--- src/rtl/posit_addsub_pipe.sv ---
// posit_addsub_pipe: 3-stage pipelined posit add/subtract with valid/ready backpressure,
// a sideband tag and NaR/zero flags.
module posit_addsub_pipe #(
    parameter int WIDTH = 32,
    parameter int ES    = 3,
    parameter int TAG_W = 4
) (
    input  logic             clk,
    input  logic             rst,
    input  logic             in_valid,
    output logic             in_ready,
    input  logic [WIDTH-1:0] a,
    input  logic [WIDTH-1:0] b,
    input  logic             sub,
    input  logic [TAG_W-1:0] in_tag,
    output logic             out_valid,
    input  logic             out_ready,
    output logic [WIDTH-1:0] q,
    output logic [TAG_W-1:0] out_tag,
    output logic             nar,
    output logic             zero
);
    localparam int AW  = WIDTH + 4;
    localparam int LW  = $clog2(AW + 1);
    localparam int SW  = $clog2(WIDTH) + ES + 3;
    localparam int FW  = AW - 1;
    localparam int EFW = ES + FW;
    localparam int PAD = WIDTH - 3;
    localparam int PW  = 2 + EFW + PAD;
    localparam logic signed [SW-1:0] KMAX = SW'(WIDTH - 2);
    localparam logic signed [SW-1:0] KMIN = SW'(1 - WIDTH);
    localparam logic [WIDTH-1:0] NAR = {1'b1, {(WIDTH-1){1'b0}}};

    // m is 1.fraction with the hidden bit at the top; m == 0 marks a zero operand
    typedef struct packed {
        logic             s;
        logic [SW-1:0]    sc;
        logic [WIDTH-1:0] m;
    } op_t;

    function automatic logic [LW-1:0] clz(input logic [AW-1:0] v);
        logic [LW-1:0] n;
        n = LW'(AW);
        for (int i = 0; i < AW; i++)
            if (v[i]) n = LW'(AW - 1 - i);
        return n;
    endfunction

    function automatic op_t decode(input logic [WIDTH-1:0] x);
        op_t              r;
        logic [WIDTH-2:0] body;
        logic [WIDTH-2:0] rem;
        logic [LW-1:0]    run;
        logic [SW-1:0]    k;
        body = (WIDTH-1)'(x[WIDTH-1] ? -x : x);
        run  = clz({body[WIDTH-2] ? ~body : body, 5'b11111});
        rem  = (body << run) << 1;
        k    = body[WIDTH-2] ? SW'(run) - SW'(1) : -SW'(run);
        r.s  = x[WIDTH-1];
        r.sc = (k << ES) + SW'(rem >> (WIDTH - 1 - ES));
        r.m  = ~|x ? '0 : {1'b1, rem << ES};
        return r;
    endfunction

    logic                 en;
    logic                 v1, v2, n1, n2, s2;
    op_t                  a1, b1;
    logic [TAG_W-1:0]     t1, t2;
    logic [SW-1:0]        sc2;
    logic [AW-1:0]        sum2;

    assign en       = ~out_valid | out_ready;
    assign in_ready = en;

    logic                 a_big;
    op_t                  lg, sm;
    logic signed [SW-1:0] diff;
    logic [LW-1:0]        sh;
    logic [2*AW-1:0]      wide;
    logic [AW-1:0]        lg_al, sm_al;

    always_comb begin
        a_big = ~|b1.m || (|a1.m && ($signed(a1.sc) > $signed(b1.sc) || (a1.sc == b1.sc && a1.m >= b1.m)));
        lg    = a_big ? a1 : b1;
        sm    = a_big ? b1 : a1;
        diff  = $signed(lg.sc) - $signed(sm.sc);
        sh    = diff >= SW'(AW) ? LW'(AW) : LW'(diff);
        wide  = {1'b0, sm.m, 3'b000, {AW{1'b0}}} >> sh;
        lg_al = {1'b0, lg.m, 3'b000};
        sm_al = wide[2*AW-1:AW] | AW'(|wide[AW-1:0]);
    end

    logic [LW-1:0]        lz;
    logic [FW-1:0]        frac;
    logic signed [SW-1:0] sc3, k3;
    logic [PW-1:0]        x3;
    logic signed [PW-1:0] sx;
    logic [WIDTH-2:0]     body3, rb;
    logic                 up;
    logic [WIDTH-1:0]     mag, q_n;

    // Regime is built by arithmetic-shifting a 2-bit seed (10 or 01) so the run length follows k
    always_comb begin
        lz    = clz(sum2);
        frac  = FW'(sum2 << lz);
        sc3   = $signed(sc2) + SW'(1) - SW'(lz);
        k3    = sc3 >>> ES;
        x3    = {k3[SW-1] ? 2'b01 : 2'b10, (EFW'(sc3) << FW) | EFW'(frac), {PAD{1'b0}}};
        sx    = $signed(x3) >>> (k3[SW-1] ? ~k3 : k3);
        body3 = sx[PW-1 -: WIDTH-1];
        up    = sx[PW-WIDTH] & (|sx[PW-WIDTH-1:0] | body3[0]);
        rb    = k3 >= KMAX ? '1 : k3 <= KMIN ? (WIDTH-1)'(1) : body3 + (WIDTH-1)'(up);
        mag   = {1'b0, rb};
        q_n   = n2 ? NAR : ~|sum2 ? '0 : s2 ? -mag : mag;
    end

    always_ff @(posedge clk or negedge rst) begin
        if (!rst) begin
            v1        <= 1'b0;
            n1        <= 1'b0;
            a1        <= '0;
            b1        <= '0;
            t1        <= '0;
            v2        <= 1'b0;
            n2        <= 1'b0;
            s2        <= 1'b0;
            sc2       <= '0;
            sum2      <= '0;
            t2        <= '0;
            out_valid <= 1'b0;
            q         <= '0;
            out_tag   <= '0;
            nar       <= 1'b0;
            zero      <= 1'b0;
        end else if (en) begin
            v1        <= in_valid;
            n1        <= a == NAR || b == NAR;
            a1        <= decode(a);
            b1        <= decode(sub ? -b : b);
            t1        <= in_tag;
            v2        <= v1;
            n2        <= n1;
            s2        <= lg.s;
            sc2       <= lg.sc;
            sum2      <= lg.s == sm.s ? lg_al + sm_al : lg_al - sm_al;
            t2        <= t1;
            out_valid <= v2;
            q         <= q_n;
            out_tag   <= t2;
            nar       <= n2;
            zero      <= !n2 && ~|sum2;
        end
    end
endmodule

--- config.mk ---
export PLATFORM = sky130hd
export DESIGN_NAME = posit_addsub_pipe
export DESIGN_NICKNAME = d
export VERILOG_FILES = /design/src/rtl/posit_addsub_pipe.sv
export SDC_FILE = /design/constraint.sdc
export NUM_CORES = 1
export LEC_CHECK = 0
export CAP_MARGIN = 5
export CORE_MARGIN = 2
export CORE_UTILIZATION = 40
export DETAILED_ROUTE_END_ITERATION = 16
export SYNTH_ARGS = -nofsm -noshare
export SYNTH_HDL_FRONTEND = slang
export SYNTH_SLANG_ARGS = --single-unit
--- constraint.sdc ---
create_clock -name clk -period 10.4 [get_ports clk]
set_clock_uncertainty 0.05 [all_clocks]
set_input_delay 1.04 -clock clk [delete_from_list [all_inputs] [get_ports clk]]
set_output_delay 1.04 -clock clk [all_outputs]
set_load 0.02 [all_outputs]
==> impl_results.md, run 1 <==
* Status: finished clean
* Vias in the first global route at 36500
* First-pass GRT wire length at 223 mm
* H-tree lvl count at 4
* Synth unique cells at 128
* Clk sinks at 179
* Hold EP: v2$_DFFE_PN0P_
* Fin. Hold Viols at 0
* Startpoint Class: register
* Fillers at 8622
* Worst Hold Class: reg -> reg
* RSZ-0062 raised after global routing: yes
* Post-Route WL at 146 mm
* Synth warn at 0
* Die Footprint at between 80000 and 90000 um^2
* Seq. cell area at approximately 4500 um^2
* Initial core utilization at 40.3%
* Clk_lat worst skew at 0.49 ns
* Reg-to-reg startpoint: sum2[3]$_DFFE_PN0P_
* Flop and latch count out of synthesis at 179
* DP Cell Count at 5966
* # setup viols final at 0
* Crit path largest cell delay at between 0.5 and 0.6 ns
* CORE AREA at about 80000 um^2
* Worst Hold Launch: v2$_DFFE_PN0P_
* Final instance area at 36700 um^2
* CTS Hold Buffers Added at 0
* RR Endpoint: q[25]$_DFFE_PN0P_
* Num CTS Buffers at 17
* PortBufs at about 110
* Post-Syn Area per Cell at 6.72 um^2
* Multi-input gate area at 26800 um^2
* Drt pass-1 iters at 7
* Fraction of registers with async set/reset at 100%
* Row count at 105
* Area leader, netlist: dfrtp_1
* DPL Wire Length at 114 mm
* # DRC at 0
* Slowest cell on crit path: or4_1
* Syn_nets at 5105
* Non-Filler Instances at 6002
* Highest Clock Rate at 101 MHz
* Initial antenna violation count at 1
* Total GRT Usage at 33.1%
* Seq/Total Area, Yosys at 13.6%
* Io pins at 113
* Post-Synthesis Cells at ~5000
* Wire per inst at 24.4 um
* Crit path capture type: register
* Max clock buf depth at 2
* CTS tree: yes
* Post-synth EDFFs at 0
* Req. time, crit path at between 10 and 15 ns
* Ys flop type: dfrtp_1
* Iteration-0 DRC Markers at 4918
* Final #Nets at 5118
* Measured slew at the worst slew-check pin at 1.16 ns
* Flop2flop setup slack at about 0.53 ns
* Hold Crit Depth at 2
* Clock slew at reported path FFs at approximately 0.08 ns
* Worst-case reg-to-reg path depth at 39
* Syn Std Cell Area at 33000 um^2
* DIE WIDTH at 291 um
* Post-route ant nets at 0
* Largest net degree at the start of global routing at 75
* Die Y at between 200 and 300 um
* Drt via density at 6.58
* Fraction of layout instances using a drive strength above 1 at 9.77%
* Top cells by area, synth: dfrtp_1 14%, nand2_1 7.7%, a21oi_1 6.4%, nor2_1 5.8%, o21ai_0 5.6%
* WP data arrival at 10.24 ns
* Max Cap Viol at 0
* Post-route minimum period at 9.87 ns
* Period utilisation layout at 94.9%
* Kind of critical path: reg -> reg
* Area Overhead vs Synth at 11.5%
* Vias at 39500
* Yosys top cell area share at 13.6%
* Largest fanout on the critical path at 14
* Placed cell areas at between 30000 and 40000 um^2
* GRT overflow at 0
* Final Core Density at 44.9%
* Slew headroom at 21.3%
* CTS Root Cell: clkbuf_16
* Max Slew Vio Count at 0
* Routability congestion estimate at 1.03
[layout by cell type, fill, tap and decap left out, types with 52 or more instances in the layout]
cell type and instances:
xor2_1 81, buf_4 212, inv_1 169, a21o_1 52, a21oi_1 419, o31ai_1 63
dfrtp_1 178, nor3_1 137, ha_1 123, nand2_1 677, o22ai_1 52, xnor2_1 122
o211ai_1 93, a31oi_1 85, mux2i_1 151, o21ai_0 364, nor4_1 53, nor2_1 508
nand3_1 151, clkdlybuf4s50_1 111, a211oi_1 71
[synthesized netlist by cell type, types with 16 or more instances]
cell and number:
a2111oi_0 30, a211o_1 27, a211oi_1 76, a21o_1 52, a21oi_1 424, a221oi_1 23, a22o_1 27, a22oi_1 50
a31oi_1 85, a32oi_1 21, and2_1 35, and3_1 41, buf_1 32, buf_2 51, clkbuf_1 247, dfrtp_1 179
ha_1 124, inv_1 169, mux2_2 38, mux2i_1 152, nand2_1 679, nand2b_1 48, nand3_1 151, nand4_1 46
nor2_1 513, nor2b_1 32, nor3_1 140, nor4_1 55, o2111ai_1 20, o211ai_1 93, o21a_1 31, o21ai_0 367
o21ai_1 36, o21bai_1 16, o221ai_1 29, o22ai_1 54, o31ai_1 63, o32ai_1 19, or2_2 23, or3_1 45
or4_1 21, xnor2_1 128, xor2_1 83
[cells by family (layout without fill, tap and decap cells)]
logic type      Yosys count  count (layout)  synth area share, %
xor+xnor                212             212                 5.66
buf+inv                 516             541                 6.25
flops                   179             179                 13.6
fa+ha+maj               126             126                 4.83
other cells               0               1                    0
simple gates           1907            1907                 27.0
mux                     200             200                 6.56
compound gates         1766            1766                 36.1
[per-stage QoR]
| step | hold WS, ns | TNS [ns] | setup WS [ns] |
|---|---|---|---|
| finish | 0.414 | 0 | 0.534 |
| global route | 0.449 | -0.160 | -0.160 |
| CTS | 0.420 | 0 | 0.138 |
| detailed placement | 0.402 | 0 | 0.0703 |
| global placement | 0.395 | 0 | 0.118 |
| floorplan | 0.380 | 0 | 0.773 |
[metal layers]
metal / GRT usage (%) / vias up / wire [um]
met3: 5.50 / 351 / 12800
li1: - / 18300 / -
met2: 52.5 / 2099 / 65500
met5: 0 / - / 0
met1: 44.6 / 18700 / 61900
met4: 13.3 / 0 / 6160
[cell type report]
type / instances / area share (%)
antenna: 1 / 0.00681
timing repair buffer: 333 / 7.82
multi-input combinational: 4211 / 73.0
inverter: 177 / 1.82
clock buffer: 17 / 1.16
tap: 1070 / 3.64
sequential: 179 / 12.2
clock inverter: 14 / 0.381
[sequential cells by signal, indices dropped and copies added (netlist names)]
| register | flops |
|---|---|
| a1 | 40 |
| b1 | 40 |
| sum2 | 36 |
| q | 32 |
| sc2 | 11 |
| out_tag | 4 |
| t1 | 4 |
| t2 | 4 |
| n1 | 1 |
| n2 | 1 |
| nar | 1 |
| out_valid | 1 |
| s2 | 1 |
| v1 | 1 |
| v2 | 1 |
| zero | 1 |
[timing repair]
| item | CTS | global route |
|---|---|---|
| buffers inserted | 0 | 4 |
| gates cloned | 0 | 0 |
| pin swaps | 0 | 9 |
| gates resized for setup | 1 | 56 |
| setup endpoints to repair | 1 | 15 |
[worst max-delay path by stage]
stage / start / endpoint / slack, ns
finish: sum2[3]$_DFFE_PN0P_ / q[25]$_DFFE_PN0P_ / 0.53
global route: b1[23]$_DFFE_PN0P_ / sum2[33]$_DFFE_PN0P_ / -0.16
CTS: b1[36]$_DFFE_PN0P_ / sum2[33]$_DFFE_PN0P_ / 0.14
detailed placement: b1[36]$_DFFE_PN0P_ / sum2[33]$_DFFE_PN0P_ / 0.07
global placement: b1[36]$_DFFE_PN0P_ / sum2[33]$_DFFE_PN0P_ / 0.12
floorplan: sum2[3]$_DFFE_PN0P_ / q[27]$_DFFE_PN0P_ / 0.77
[worst max-delay path: cells and delay by family, from the launching register on]
| family | cells | cell delay (ns) |
|---|---|---|
| buf+inv | 5 | 0.77 |
| fa+ha+maj | 3 | 0.86 |
| xor+xnor | 1 | 0.34 |
| flops | 1 | 0.48 |
| compound gates | 18 | 3.97 |
| simple gates | 12 | 3.32 |
Power of run 1 is not shown: default switching activity piles up to over one toggle a cycle in this logic, so the estimate is an artifact.
==> run 2, diff against run 1 <==
- HOLD_SLACK_MARGIN: default -> 0.03
==> results of run 2 <==
The final DEF is identical to that of run 1; final timing and power are the same.
Power of run 2 is left out for the same reason.
